**config.mk**
```make
export PLATFORM = sky130hd
export DESIGN_NAME = sn76489_bus_writer
export DESIGN_NICKNAME = d
export VERILOG_FILES = /design/src/rtl/sn76489_bus_writer.sv
export SDC_FILE = /design/constraint.sdc
export NUM_CORES = 1
export LEC_CHECK = 0
export BUFFER_PORTS_ARGS = -buffer_cell sky130_fd_sc_hd__buf_2
export CORE_UTILIZATION = 57
export CTS_CLUSTER_DIAMETER = 80
export CTS_CLUSTER_SIZE = 14
export DETAILED_ROUTE_END_ITERATION = 10
export GPL_ROUTABILITY_DRIVEN = 0
export MAX_ROUTING_LAYER = met4
export PLACE_DENSITY = 0.81
export SLEW_MARGIN = 20
export SYNTH_ARGS = -nofsm -noshare
export SYNTH_HDL_FRONTEND = slang
export SYNTH_SLANG_ARGS = --single-unit
export TNS_END_PERCENT = 30
```
**constraint.sdc**
```tcl
create_clock -name clk -period 5.1 [get_ports clk]
set_input_delay 1.53 -clock clk [delete_from_list [all_inputs] [get_ports clk]]
set_output_delay 1.53 -clock clk [all_outputs]
set_load 0.01 [all_outputs]
```
**src/rtl/sn76489_bus_writer.sv**
```systemverilog
// sn76489_bus_writer: turns (channel, kind, value) write requests into SN76489
// latch/data bytes and drives the ce_n/we_n/d write cycle, paced by ready_i.
//
// state    | meaning
// ---------+--------------------------------------------------------------
// S_IDLE   | waiting for a request; d_o keeps the last byte written
// S_SETUP  | byte on d_o, strobes high, for SETUP_CYCLES cycles
// S_STROBE | ce_n/we_n low; leave once ready_i is high after MIN_STROBE
// S_HOLD   | strobes high one cycle; load second byte or finish with done
// S_ABORT  | ready never came; drop pending byte, err_o high this cycle
module sn76489_bus_writer #(
  parameter int SETUP_CYCLES = 1,
  parameter int MIN_STROBE   = 2,
  parameter int TIMEOUT      = 1024
) (
  input  logic       clk,
  input  logic       res_i,
  input  logic       req_valid_i,
  output logic       req_ready_o,
  input  logic [1:0] req_chan_i,
  input  logic       req_kind_i,
  input  logic [9:0] req_value_i,
  output logic       ce_n_o,
  output logic       we_n_o,
  output logic [0:7] d_o,
  input  logic       ready_i,
  output logic       busy_o,
  output logic       done_o,
  output logic       err_o
);

  localparam int CNT_MAX = (TIMEOUT > SETUP_CYCLES) ? TIMEOUT : SETUP_CYCLES;
  localparam int CW      = $clog2(CNT_MAX + 1);
  localparam logic [CW-1:0] CNT_ONE    = CW'(1);
  localparam logic [CW-1:0] SETUP_LAST = CW'(SETUP_CYCLES);
  localparam logic [CW-1:0] MIN_LAST   = CW'(MIN_STROBE);
  localparam logic [CW-1:0] TO_LAST    = CW'(TIMEOUT);

  typedef enum logic [2:0] {
    S_IDLE,
    S_SETUP,
    S_STROBE,
    S_HOLD,
    S_ABORT
  } state_t;

  state_t          r_state;
  logic [CW-1:0]   r_cnt;
  logic            r_strobe_n;
  logic [7:0]      r_data;
  logic [7:0]      r_second;
  logic            r_pending;
  logic            r_done;
  logic            r_err;

  logic            w_accept;
  logic [7:0]      w_first;
  logic [7:0]      w_second;
  logic            w_two;

  // Noise carries only a 3-bit control field; tone is the only two-byte write.
  always_comb begin
    w_first  = 8'h00;
    w_second = {2'b00, req_value_i[9:4]};
    w_two    = 1'b0;
    if (req_kind_i) begin
      w_first = {1'b1, req_chan_i, 1'b1, req_value_i[3:0]};
    end else if (req_chan_i == 2'd3) begin
      w_first = {1'b1, 2'b11, 1'b0, 1'b0, req_value_i[2:0]};
    end else begin
      w_first = {1'b1, req_chan_i, 1'b0, req_value_i[3:0]};
      w_two   = 1'b1;
    end
  end

  assign req_ready_o = (r_state == S_IDLE) && !r_done && !res_i;
  assign w_accept    = req_valid_i && req_ready_o;
  assign busy_o      = (r_state != S_IDLE);
  assign ce_n_o      = r_strobe_n;
  assign we_n_o      = r_strobe_n;
  assign d_o         = r_data;
  assign done_o      = r_done;
  assign err_o       = r_err;

  always_ff @(posedge clk or posedge res_i) begin
    if (res_i) begin
      r_state    <= S_IDLE;
      r_cnt      <= '0;
      r_strobe_n <= 1'b1;
      r_data     <= 8'h00;
      r_second   <= 8'h00;
      r_pending  <= 1'b0;
      r_done     <= 1'b0;
      r_err      <= 1'b0;
    end else begin
      r_done <= 1'b0;
      r_err  <= 1'b0;
      case (r_state)
        S_IDLE: begin
          if (w_accept) begin
            r_data    <= w_first;
            r_second  <= w_second;
            r_pending <= w_two;
            r_cnt     <= CNT_ONE;
            r_state   <= S_SETUP;
          end
        end
        S_SETUP: begin
          if (r_cnt >= SETUP_LAST) begin
            r_cnt      <= CNT_ONE;
            r_strobe_n <= 1'b0;
            r_state    <= S_STROBE;
          end else begin
            r_cnt <= r_cnt + CNT_ONE;
          end
        end
        S_STROBE: begin
          // ready_i is ignored until the strobe has been low MIN_STROBE cycles
          if ((r_cnt >= MIN_LAST) && ready_i) begin
            r_cnt      <= '0;
            r_strobe_n <= 1'b1;
            r_state    <= S_HOLD;
          end else if (r_cnt == TO_LAST) begin
            r_cnt      <= '0;
            r_strobe_n <= 1'b1;
            r_pending  <= 1'b0;
            r_err      <= 1'b1;
            r_state    <= S_ABORT;
          end else begin
            r_cnt <= r_cnt + CNT_ONE;
          end
        end
        S_HOLD: begin
          if (r_pending) begin
            r_data    <= r_second;
            r_pending <= 1'b0;
            r_cnt     <= CNT_ONE;
            r_state   <= S_SETUP;
          end else begin
            r_done  <= 1'b1;
            r_state <= S_IDLE;
          end
        end
        S_ABORT: begin
          r_state <= S_IDLE;
        end
        default: begin
          r_state <= S_IDLE;
        end
      endcase
    end
  end

endmodule

```
==> results of run 1 <==
[per-stage QoR]
| step | setup WS, ns | power [W] | util (%) | instance area (µm²) | std cells |
|---|---|---|---|---|---|
| CTS | 1.60 | 0.00112 | 69.4 | 1980 | 239 |
| floorplan | 1.75 | 0.000811 | - | 1770 | 177 |
| detailed placement | 1.60 | 0.000921 | 66.7 | 1900 | 231 |
| global route | 1.58 | 0.00119 | 69.4 | 1980 | 239 |
| global placement | 1.64 | 0.000892 | 66.7 | 1900 | 231 |
| finish | 1.62 | 0.00111 | 69.4 | 1980 | 239 |
[layer usage]
| metal | vias up | routed length [µm] | global-route usage (%) |
|---|---|---|---|
| li1 | 695 | - | - |
| met1 | 672 | 1580 | 31.5 |
| met2 | 34 | 1870 | 41.7 |
| met3 | 4 | 170 | 7.59 |
| met4 | 0 | 34 | 9.18 |
| met5 | - | 0 | - |
[worst reg2reg max path, stage by stage (launching register included)]
cell and delay (ns):
dfrtp_1 0.44, inv_1 0.12, ha_1 0.21, nor3b_1 0.26
nand4_1 0.27, a21oi_4 0.44, nor2_1 0.20, o31ai_1 0.30
[layout make-up]
class | count | area, µm²
fill | 227 | 873
clock buffer | 6 | 41.3
tap | 31 | 38.8
sequential | 32 | 802
timing repair buffer | 32 | 165
inverter | 7 | 26.3
multi-input combinational | 129 | 871
clock inverter | 2 | 35.0
[flip-flops by register name, summed over array words and instances, names as in the netlist]
signal,cells
r_pending,1
done_o,1
r_cnt,11
d_o,8
r_second,6
ce_n_o,1
r_state,3
err_o,1
[logic make-up (layout without fill, tap and decap cells)]
group / after synthesis / after routing / synth area share, %
compound gates: 39 / 39 / 15.5
flops: 32 / 32 / 45.4
xor+xnor: 1 / 1 / 0.495
fa+ha+maj: 4 / 4 / 2.83
mux: 13 / 13 / 7.86
buf+inv: 16 / 47 / 5.38
simple gates: 72 / 72 / 22.6
[synth_stat cells (2+ instances only)]
cell type	n	area [µm²]
inv_1	7	26.3
o31ai_1	5	37.5
or2_2	2	12.5
o21ai_1	4	20.0
a21oi_1	4	20.0
nand3_1	4	20.0
nor3_2	2	20.0
a31oi_1	3	18.8
nand2_1	21	78.8
nor3_1	4	20.0
mux2_2	7	78.8
buf_4	2	15.0
a221oi_1	2	17.5
and2_1	5	31.3
a211oi_1	2	15.0
dfrtp_1	31	776
nor4_2	2	25.0
buf_6	3	33.8
nor3b_1	3	22.5
nor2b_1	4	25.0
o21ai_0	11	55.1
ha_1	4	50.1
mux2i_1	6	60.1
nor2_1	14	52.6
buf_2	4	20.0
[worst min path at each step]
| stage | end | slack (ns) |
|---|---|---|
| floorplan | r_cnt[10]$_DFFE_PP0P_ | 0.46 |
| global placement | d_o[1]$_DFFE_PP0P_ | 0.46 |
| detailed placement | d_o[5]$_DFFE_PP0P_ | 0.47 |
| CTS | d_o[1]$_DFFE_PP0P_ | 0.50 |
| global route | d_o[1]$_DFFE_PP0P_ | 0.51 |
| finish | d_o[1]$_DFFE_PP0P_ | 0.49 |
[power by group]
group          internal (W)  total (W)  switching, W
clock              0.000103   0.000189     0.0000866
sequential         0.000344   0.000429     0.0000855
combinational      0.000219   0.000494      0.000275
==> run metrics, run 1 <==
outcome=finished, violations left; failing checks=design-rule violations; Vias/cell=5.88; clk_skew=0.00989 ns; global-route wire length before repair=6270 µm; async set-reset flop share out of synthesis=100%; clock sink total=32; R2R cell count=7; hold_ws=0.491 ns; CTS Root Cell=clkbuf_4; chip width=57.7 µm; Buffers & Inverters on Critical Path=2; worst hold start=d_o[1]$_DFFE_PP0P_; Slew headroom=61.5%; drt pass-1 iters=7; setup slack, reg-to-reg=2.75 ns; clock-pin slew on the worst setup and hold paths=0.10 ns; worst-path cell chain=buf_2 -> nor3_1 -> buf_2; Worst-Margin Slew=0.576 ns; vias in the first global route=1394; Synth Cell Area=1770 µm²; CP required=3.57 ns; final WL=3650 µm; post-route setup TNS=0 ns; initial antenna violation count=0; number of synthesized flops with an enable pin=0; via count=1405; Synth Flop Type=dfrtp_1; Syn Nets=198; Largest stage delay, worst path=0.16 ns; maximum clock path buffer count=2; Worst setup SP type=input port; CP Depth=3; CTS buffer count=5; # diodes=0; Critical path origin=res_i; unrepaired setup endpoints after global routing=no; min Tclk post-route=3.48 ns; Final Hold Fails=0; Syn-to-layout area delta=12.0%; Seq/Total Area, Yosys=45.4%; max_cap viols=0; Critical Path End=req_ready_o; hold_buf cts=0; Clock Latency Late Sink=0.33 ns; Wirelength per Cell=15.3 µm; DRC viols=3; Row Count=19; post-synthesis register bit count=32; critical path endpoint category=output pin; endpoints failing setup=0; initial drt markers=52; FF-to-FF Start=r_cnt[0]$_DFFE_PP0P_; Antenna Nets Post-Route=0; most frequent cells in the layout=dfrtp_1 (31), buf_2 (30), nand2_1 (21), nor2_1 (14), o21ai_0 (11); largest net degree at the start of global routing=33; family with the most delay on the worst path=buffers and inverters; Warnings, synthesis=0; hold crit path type=reg -> reg; Setup Buffers After CTS=0; die area=3330 µm²; post-CTS resize count=0; Max Slew Vio Count=0; Mapped Cells=177; GRT Residual Overflow=0; peak supply drop=0.270 mV; PwrDens=562 nW/µm²; Tcrit/Tclk final=68.3%; hold path depth=2; reg2reg end=r_cnt[3]$_DFFE_PP0P_; most common cell after layout, fill and taps aside=dfrtp_1; library cells used by synthesis=46; placed wire-length estimate=2580 µm; CP Max Fanout=3; layout cells sized above 1=28.4%; CP max-delay cell=nor3_1; Achievable Freq=287 MHz; CTS tree=yes; Core Area=2850 µm²; Initial Utilization=62.0%; CTS H-tree depth=2; Worst EP arrival=1.95 ns; IO Port Bufs=30; Leak Pwr=0.952 nW; total global-route track usage=26.0%; critical path class=in -> out; fin nets=228; most frequent CP cell=buf_2; Avg Cell Area, Syn=9.99 µm²; Die Y=57.7 µm; I/O pins=31
Note: power is estimated with default switching activity, not from simulation.
==> run 2, diff against run 1 <==
Settings changed: ABC_AREA set to 1, CORE_UTILIZATION 57 to 56, PLACE_DENSITY 0.81 to 0.79.
Clock period 5.1 ns to 3.4 ns, I/O delays scaled along.
==> run 2 against run 1 <==
  * The run now ends clean
  * First-iteration DRC count grew 40%
  * Critical path depth is the same
  * Clock skew shrank 0.0086 ns
  * Highest routed layer unchanged
  * Setup slack lost 0.77 ns
  * Core utilization shrank 1.4 points
  * Die area grew 8.1%
  * Critical endpoint unchanged
  * Wire length grew 3.9%
  * Synthesized area grew 6.5%
==> run metrics, run 2 <==
synth cell count leaders=nand2_1 (43), dfrtp_1 (31), nor2_1 (25); most common cell in the netlist=nand2_1; Tcrit/Tclk final=75.2%; die area=3600 µm² (+8.1%); number of synthesized flops with an enable pin=0 (unchanged); Buffers & Inverters on Critical Path=2 (unchanged); hold_buf cts=0 (unchanged); area leader, netlist=dfrtp_1; via count=1577 (+12%); IO Port Bufs=30 (unchanged); Avg Cell Area, Syn=8.60 µm² (-14%); Die Y=60.0 µm (+4.0%); crit path setup slack, layout=0.843 ns (-0.772 ns); Leak Pwr=1.09 nW (+14%); Antenna Nets Post-Route=0 (unchanged); chip width=60.0 µm (+4.0%); initial antenna violation count=0 (unchanged); critical path endpoint category=output pin; layout cells sized above 1=25.6% (-2.8 points); Max Slew Vio Count=0 (unchanged); Clock Latency Late Sink=0.32 ns (about the same); Row Count=20 (+1); Setup Buffers After CTS=0 (unchanged); largest cells by area after synthesis=dfrtp_1 (41%), nand2_1 (8.6%), nand4_1 (5.6%); CTS tree=yes; Initial Utilization=60.2% (-1.8 points); Largest register FFs=11 (unchanged); initial drt markers=73 (+40%); DRC viols=0 (-3); CP max-delay cell=nor3_4; most frequent CP cell=buf_2; CP Max Fanout=3 (unchanged); vias in the first global route=1510 (+8.3%); Synth Cell Area=1880 µm² (+6.5%); # diodes=0 (unchanged); maximum clock path buffer count=2 (unchanged); PwrDens=757 nW/µm² (+35%); min Tclk post-route=2.56 ns; largest net degree at the start of global routing=33 (unchanged); max_cap viols=0 (unchanged); most frequent cells in the layout=nand2_1 (43), dfrtp_1 (31), buf_2 (30), nor2_1 (25), inv_1 (23); CTS Root Cell=clkbuf_4; Syn Nets=240 (+21%); total global-route track usage=25.0% (-0.93 points); Mapped Cells=219 (+24%); peak supply drop=0.518 mV (+92%); pre-CTS setup slack=0.839 ns (-0.756 ns); Worst-Margin Slew=0.521 ns (-0.0555 ns); Warnings, synthesis=0 (unchanged); GRT Residual Overflow=0 (unchanged); Largest stage delay, worst path=0.22 ns (+0.06 ns); outcome=finished, final reports clean; unrepaired setup endpoints after global routing=no; Seq/Total Area, Yosys=42.6% (-2.8 points); placed wire-length estimate=2790 µm (+8.0%); family with the most delay on the worst path=buffers and inverters; clk_skew=0.00128 ns (-0.00861 ns); Vias/cell=5.29 (-10%); post-CTS resize count=0 (unchanged); Worst setup SP type=input port; CTS H-tree depth=2 (unchanged); CP required=2.38 ns (-1.19 ns); CTS buffer count=5 (unchanged); global-route wire length before repair=6490 µm (+3.5%); fin nets=274 (+20%); Synth Flop Type=dfrtp_1; critical path class=in -> out; Worst EP arrival=1.54 ns (-0.41 ns); Top reg by flops=r_cnt; Core Area=3130 µm² (+9.6%); share of the synthesized area in the top cell type=41.2% (-2.7 points); endpoints failing setup=0 (unchanged); post-route setup TNS=0 ns (unchanged); most common cell after layout, fill and taps aside=nand2_1; final WL=3800 µm (+3.9%); Syn-to-layout area delta=12.9%; clock sink total=32 (unchanged); Final Hold Fails=0 (unchanged); async set-reset flop share out of synthesis=100% (unchanged); I/O pins=31 (unchanged); Wirelength per Cell=12.7 µm (-17%); post-synthesis register bit count=32 (unchanged); Filler cells=276 (+22%); library cells used by synthesis=30 (-35%); Slew headroom=65.2% (+3.7 points); Achievable Freq=391 MHz; clock-pin slew on the worst setup and hold paths=0.10 ns (about the same); worst-path cell chain=buf_2 -> nor3_4 -> buf_2; hold crit path type=reg -> reg; drt pass-1 iters=4 (-3)
==> run 2: power by group <==
part / internal, W / total [W] / switching, W
sequential: 0.000509 / 0.000602 / 0.0000930
clock: 0.0000984 / 0.000228 / 0.000130
combinational: 0.000310 / 0.000780 / 0.000470
total: 0.000917 / 0.00161 / 0.000693
==> run 2: final timing paths <==
| check | start | endpoint | slack [ns] | cells after the start |
|---|---|---|---|---|
| max | res_i | req_ready_o | 0.84 | 3 |
| min | ce_n_o$_DFFE_PP1P_ | ce_n_o$_DFFE_PP1P_ | 0.47 | 2 |
| max reg2reg | r_cnt[0]$_DFFE_PP0P_ | r_state[0]$_DFFE_PP0P_ | 1.49 | 8 |
| min reg2reg | ce_n_o$_DFFE_PP1P_ | ce_n_o$_DFFE_PP1P_ | 0.47 | 2 |
| max in group asynchronous | res_i | ce_n_o$_DFFE_PP1P_ | 2.27 | 3 |
| min in group asynchronous | res_i | r_second[5]$_DFFE_PP0P_ | 0.81 | 3 |
==> run 2: stage by stage <==
stage	utilization (%)	instance area, µm²	hold slack (ns)	total power, W	cells
final	68.0	2130	0.475	0.00161	298
after global routing	68.0	2130	0.500	0.00175	298
after CTS	68.0	2130	0.476	0.00162	298
after detailed placement	66.0	2060	0.458	0.00139	290
after global placement	66.0	2060	0.460	0.00137	290
after floorplan	-	1880	0.474	0.00122	219
==> run 2: worst reg2reg max path, delay by kind of cell, from the launching register on <==
kind | cells | cell delay [ns]
fa+ha+maj | 1 | 0.23
buf+inv | 2 | 0.21
flops | 1 | 0.48
simple gates | 5 | 0.88
==> run 2: metal layers <==
| metal | up-vias | track usage [%] | share of wire, % |
|---|---|---|---|
| li1 | 811 | - | - |
| met1 | 728 | 32.4 | 48 |
| met2 | 34 | 39.2 | 48 |
| met3 | 4 | 6.71 | 3.6 |
| met4 | 0 | 5.98 | 0.87 |
| met5 | - | - | 0 |
==> run 2: cells by family after synthesis <==
| family | share of synthesized area (%) |
|---|---|
| XOR/XNOR | 0.930 |
| flip-flops | 42.6 |
| AO/OA/AOI/OAI | 8.11 |
| buffers and inverters | 7.24 |
| adder cells (fa/ha/maj) | 2.66 |
| multiplexers | 5.58 |
| AND/OR/NAND/NOR | 32.9 |
==> run 2: final cells by class <==
cell class,count,area [µm²],area share [%]
well taps,44,55.1,2.59
flip-flops and latches,32,802,37.7
clock inverters,2,10.0,0.471
inverters,28,105,4.94
multi-input cells,155,945,44.4
clock buffers,6,51.3,2.41
repair buffers,31,158,7.42
==> run 3, diff against run 2 <==
Settings changed: CORE_UTILIZATION 56 to 50, PLACE_DENSITY 0.79 to 0.75.
Clock period 3.4 ns to 2.2 ns, I/O delays scaled along.
==> run 3 against run 2 <==
  * Design area rose by 2.9%
  * Core utilization fell by 4.9 points
  * Via count rose by 3.1%
  * Sequential share of layout area fell by 1.1 points
  * Wire length rose by 4.4%
  * Largest cell class unchanged
==> run metrics, run 3 (synthesis results as in run 2) <==
die area=4020 µm² (+12%); CTS buffer count=5 (unchanged); layout cells sized above 1=26.2% (+0.58 points); Syn-to-layout area delta=16.1%; Core Area=3470 µm² (+11%); Achievable Freq=495 MHz; family with the most delay on the worst path=flip-flops; Largest stage delay, worst path=0.41 ns (+0.19 ns); IO Port Bufs=30 (unchanged); Clock Latency Late Sink=0.28 ns (-0.04 ns); CP Max Fanout=5 (+2); Wirelength per Cell=13.1 µm (+3.1%); min Tclk post-route=2.02 ns; Top reg by flops=r_cnt; Worst-Margin Slew=0.551 ns (+0.0302 ns); unrepaired setup endpoints after global routing=no; Slew headroom=63.2% (-2.0 points); Tcrit/Tclk final=91.8%; via count=1626 (+3.1%); CTS H-tree depth=2 (unchanged); clk_skew=0.00384 ns (+0.00256 ns); most frequent cells in the layout=nand2_1 (43), dfrtp_1 (31), buf_2 (30), nor2_1 (25), inv_1 (23); clock-pin slew on the worst setup and hold paths=0.07 ns (-0.03 ns); most common cell after layout, fill and taps aside=nand2_1; Worst EP arrival=1.36 ns (-0.18 ns); DRC viols=0 (unchanged); post-CTS resize count=0 (unchanged); global-route wire length before repair=7020 µm (+8.2%); maximum clock path buffer count=2 (unchanged); total global-route track usage=23.2% (-1.9 points); worst-path cell chain=inv_1 -> nand3_4 -> nor3_4 -> buf_2; critical path endpoint category=output pin; Initial Utilization=54.3% (-5.9 points); Max Slew Vio Count=0 (unchanged); initial drt markers=87 (+19%); Die Y=63.4 µm (+5.6%); critical path class=reg -> out; hold_buf cts=0 (unchanged); initial antenna violation count=0 (unchanged); Worst setup SP type=flop; Largest register FFs=11 (unchanged); Antenna Nets Post-Route=0 (unchanged); Leak Pwr=1.12 nW (+2.5%); endpoints failing setup=0 (unchanged); Setup Buffers After CTS=0 (unchanged); final WL=3970 µm (+4.4%); Row Count=21 (+5.0%); placed wire-length estimate=3040 µm (+8.8%); clock sink total=32 (unchanged); # diodes=0 (unchanged); hold crit path type=in -> async; Final Hold Fails=0 (unchanged); CP required=1.54 ns (-0.84 ns); largest net degree at the start of global routing=21 (-36%); PwrDens=1210 nW/µm² (+60%); fin nets=276 (+0.73%); max_cap viols=0 (unchanged); CTS Root Cell=clkbuf_8; outcome=finished, final reports clean; Pwr Total=0.00264 W (+64%); post-route setup TNS=0 ns (unchanged); GRT Residual Overflow=0 (unchanged); chip width=63.4 µm (+5.6%); Buffers & Inverters on Critical Path=2 (unchanged); Vias/cell=5.38 (+1.7%); CP max-delay cell=dfrtp_1; CTS tree=yes; vias in the first global route=1574 (+4.2%); peak supply drop=0.933 mV (+80%); drt pass-1 iters=4 (unchanged); I/O pins=31 (unchanged)
run 3: cell count changes in the layout (fill, tap and decap cells not counted):
| cell | previous run | this run |
|---|---|---|
| clkbuf_8 | 1 | 6 |
| buf_4 | 1 | 2 |
| buf_12 | 0 | 1 |
| clkbuf_4 | 5 | 0 |
run 3: path summary, 6_finish.rpt:
| kind | slack [ns] | cells after the start | from | to |
|---|---|---|---|---|
| worst min-delay path | 0.46 | 2 | res_i | r_cnt[0]$_DFFE_PP0P_ |
| worst max register to register | 0.49 | 8 | r_cnt[0]$_DFFE_PP0P_ | r_state[0]$_DFFE_PP0P_ |
| max in group asynchronous | 1.24 | 3 | res_i | d_o[6]$_DFFE_PP0P_ |
| min in group clk | 0.47 | 2 | ce_n_o$_DFFE_PP1P_ | ce_n_o$_DFFE_PP1P_ |
| worst min register to register | 0.47 | 2 | ce_n_o$_DFFE_PP1P_ | ce_n_o$_DFFE_PP1P_ |
| worst max-delay path | 0.18 | 4 | r_state[0]$_DFFE_PP0P_ | req_ready_o |
run 3: power breakdown:
part           total, W  leakage [nW]  internal [W]  switching, W
Sequential     0.000933         0.404      0.000789      0.000144
Clock          0.000460        0.0510      0.000249      0.000211
Combinational   0.00125         0.662      0.000499      0.000752
Total           0.00264          1.12       0.00154       0.00111
run 3: metal layers:
| layer | wire [µm] | global-route usage, % | part of all wire [%] |
|---|---|---|---|
| met1 | 1780 | 29.1 | 45 |
| met2 | 1940 | 35.9 | 49 |
| met3 | 190 | 5.80 | 4.8 |
| met4 | 53 | 8.52 | 1.3 |
| met5 | 0 | - | 0 |
run 3: per-stage QoR:
stage / instances / hold WS (ns) / instance area, µm² / worst slack, ns / utilization, %
finish: 302 / 0.462 / 2190 / 0.180 / 63.1
detailed placement: 294 / 0.467 / 2090 / 0.325 / 60.4
global placement: 294 / 0.459 / 2090 / 0.368 / 60.4
global route: 302 / 0.494 / 2190 / 0.0962 / 63.1
CTS: 302 / 0.467 / 2190 / 0.161 / 63.1
floorplan: 219 / 0.474 / 1880 / 0.624 / -
run 3: worst reg2reg max path: cells and delay by family, from the launching register on:
kind | cells | cell delay, ns
fa+ha+maj | 1 | 0.22
buf+inv | 2 | 0.20
flops | 1 | 0.46
simple gates | 5 | 0.71
run 3: cell type report:
cell class / instances / area (µm²)
Timing Repair Buffer: 33 / 185
Multi-Input combinational cell: 155 / 945
Clock inverter: 2 / 10.0
Clock buffer: 6 / 82.6
Tap cell: 46 / 57.6
Sequential cell: 32 / 802
Inverter: 28 / 105
Fill cell: 319 / 1280
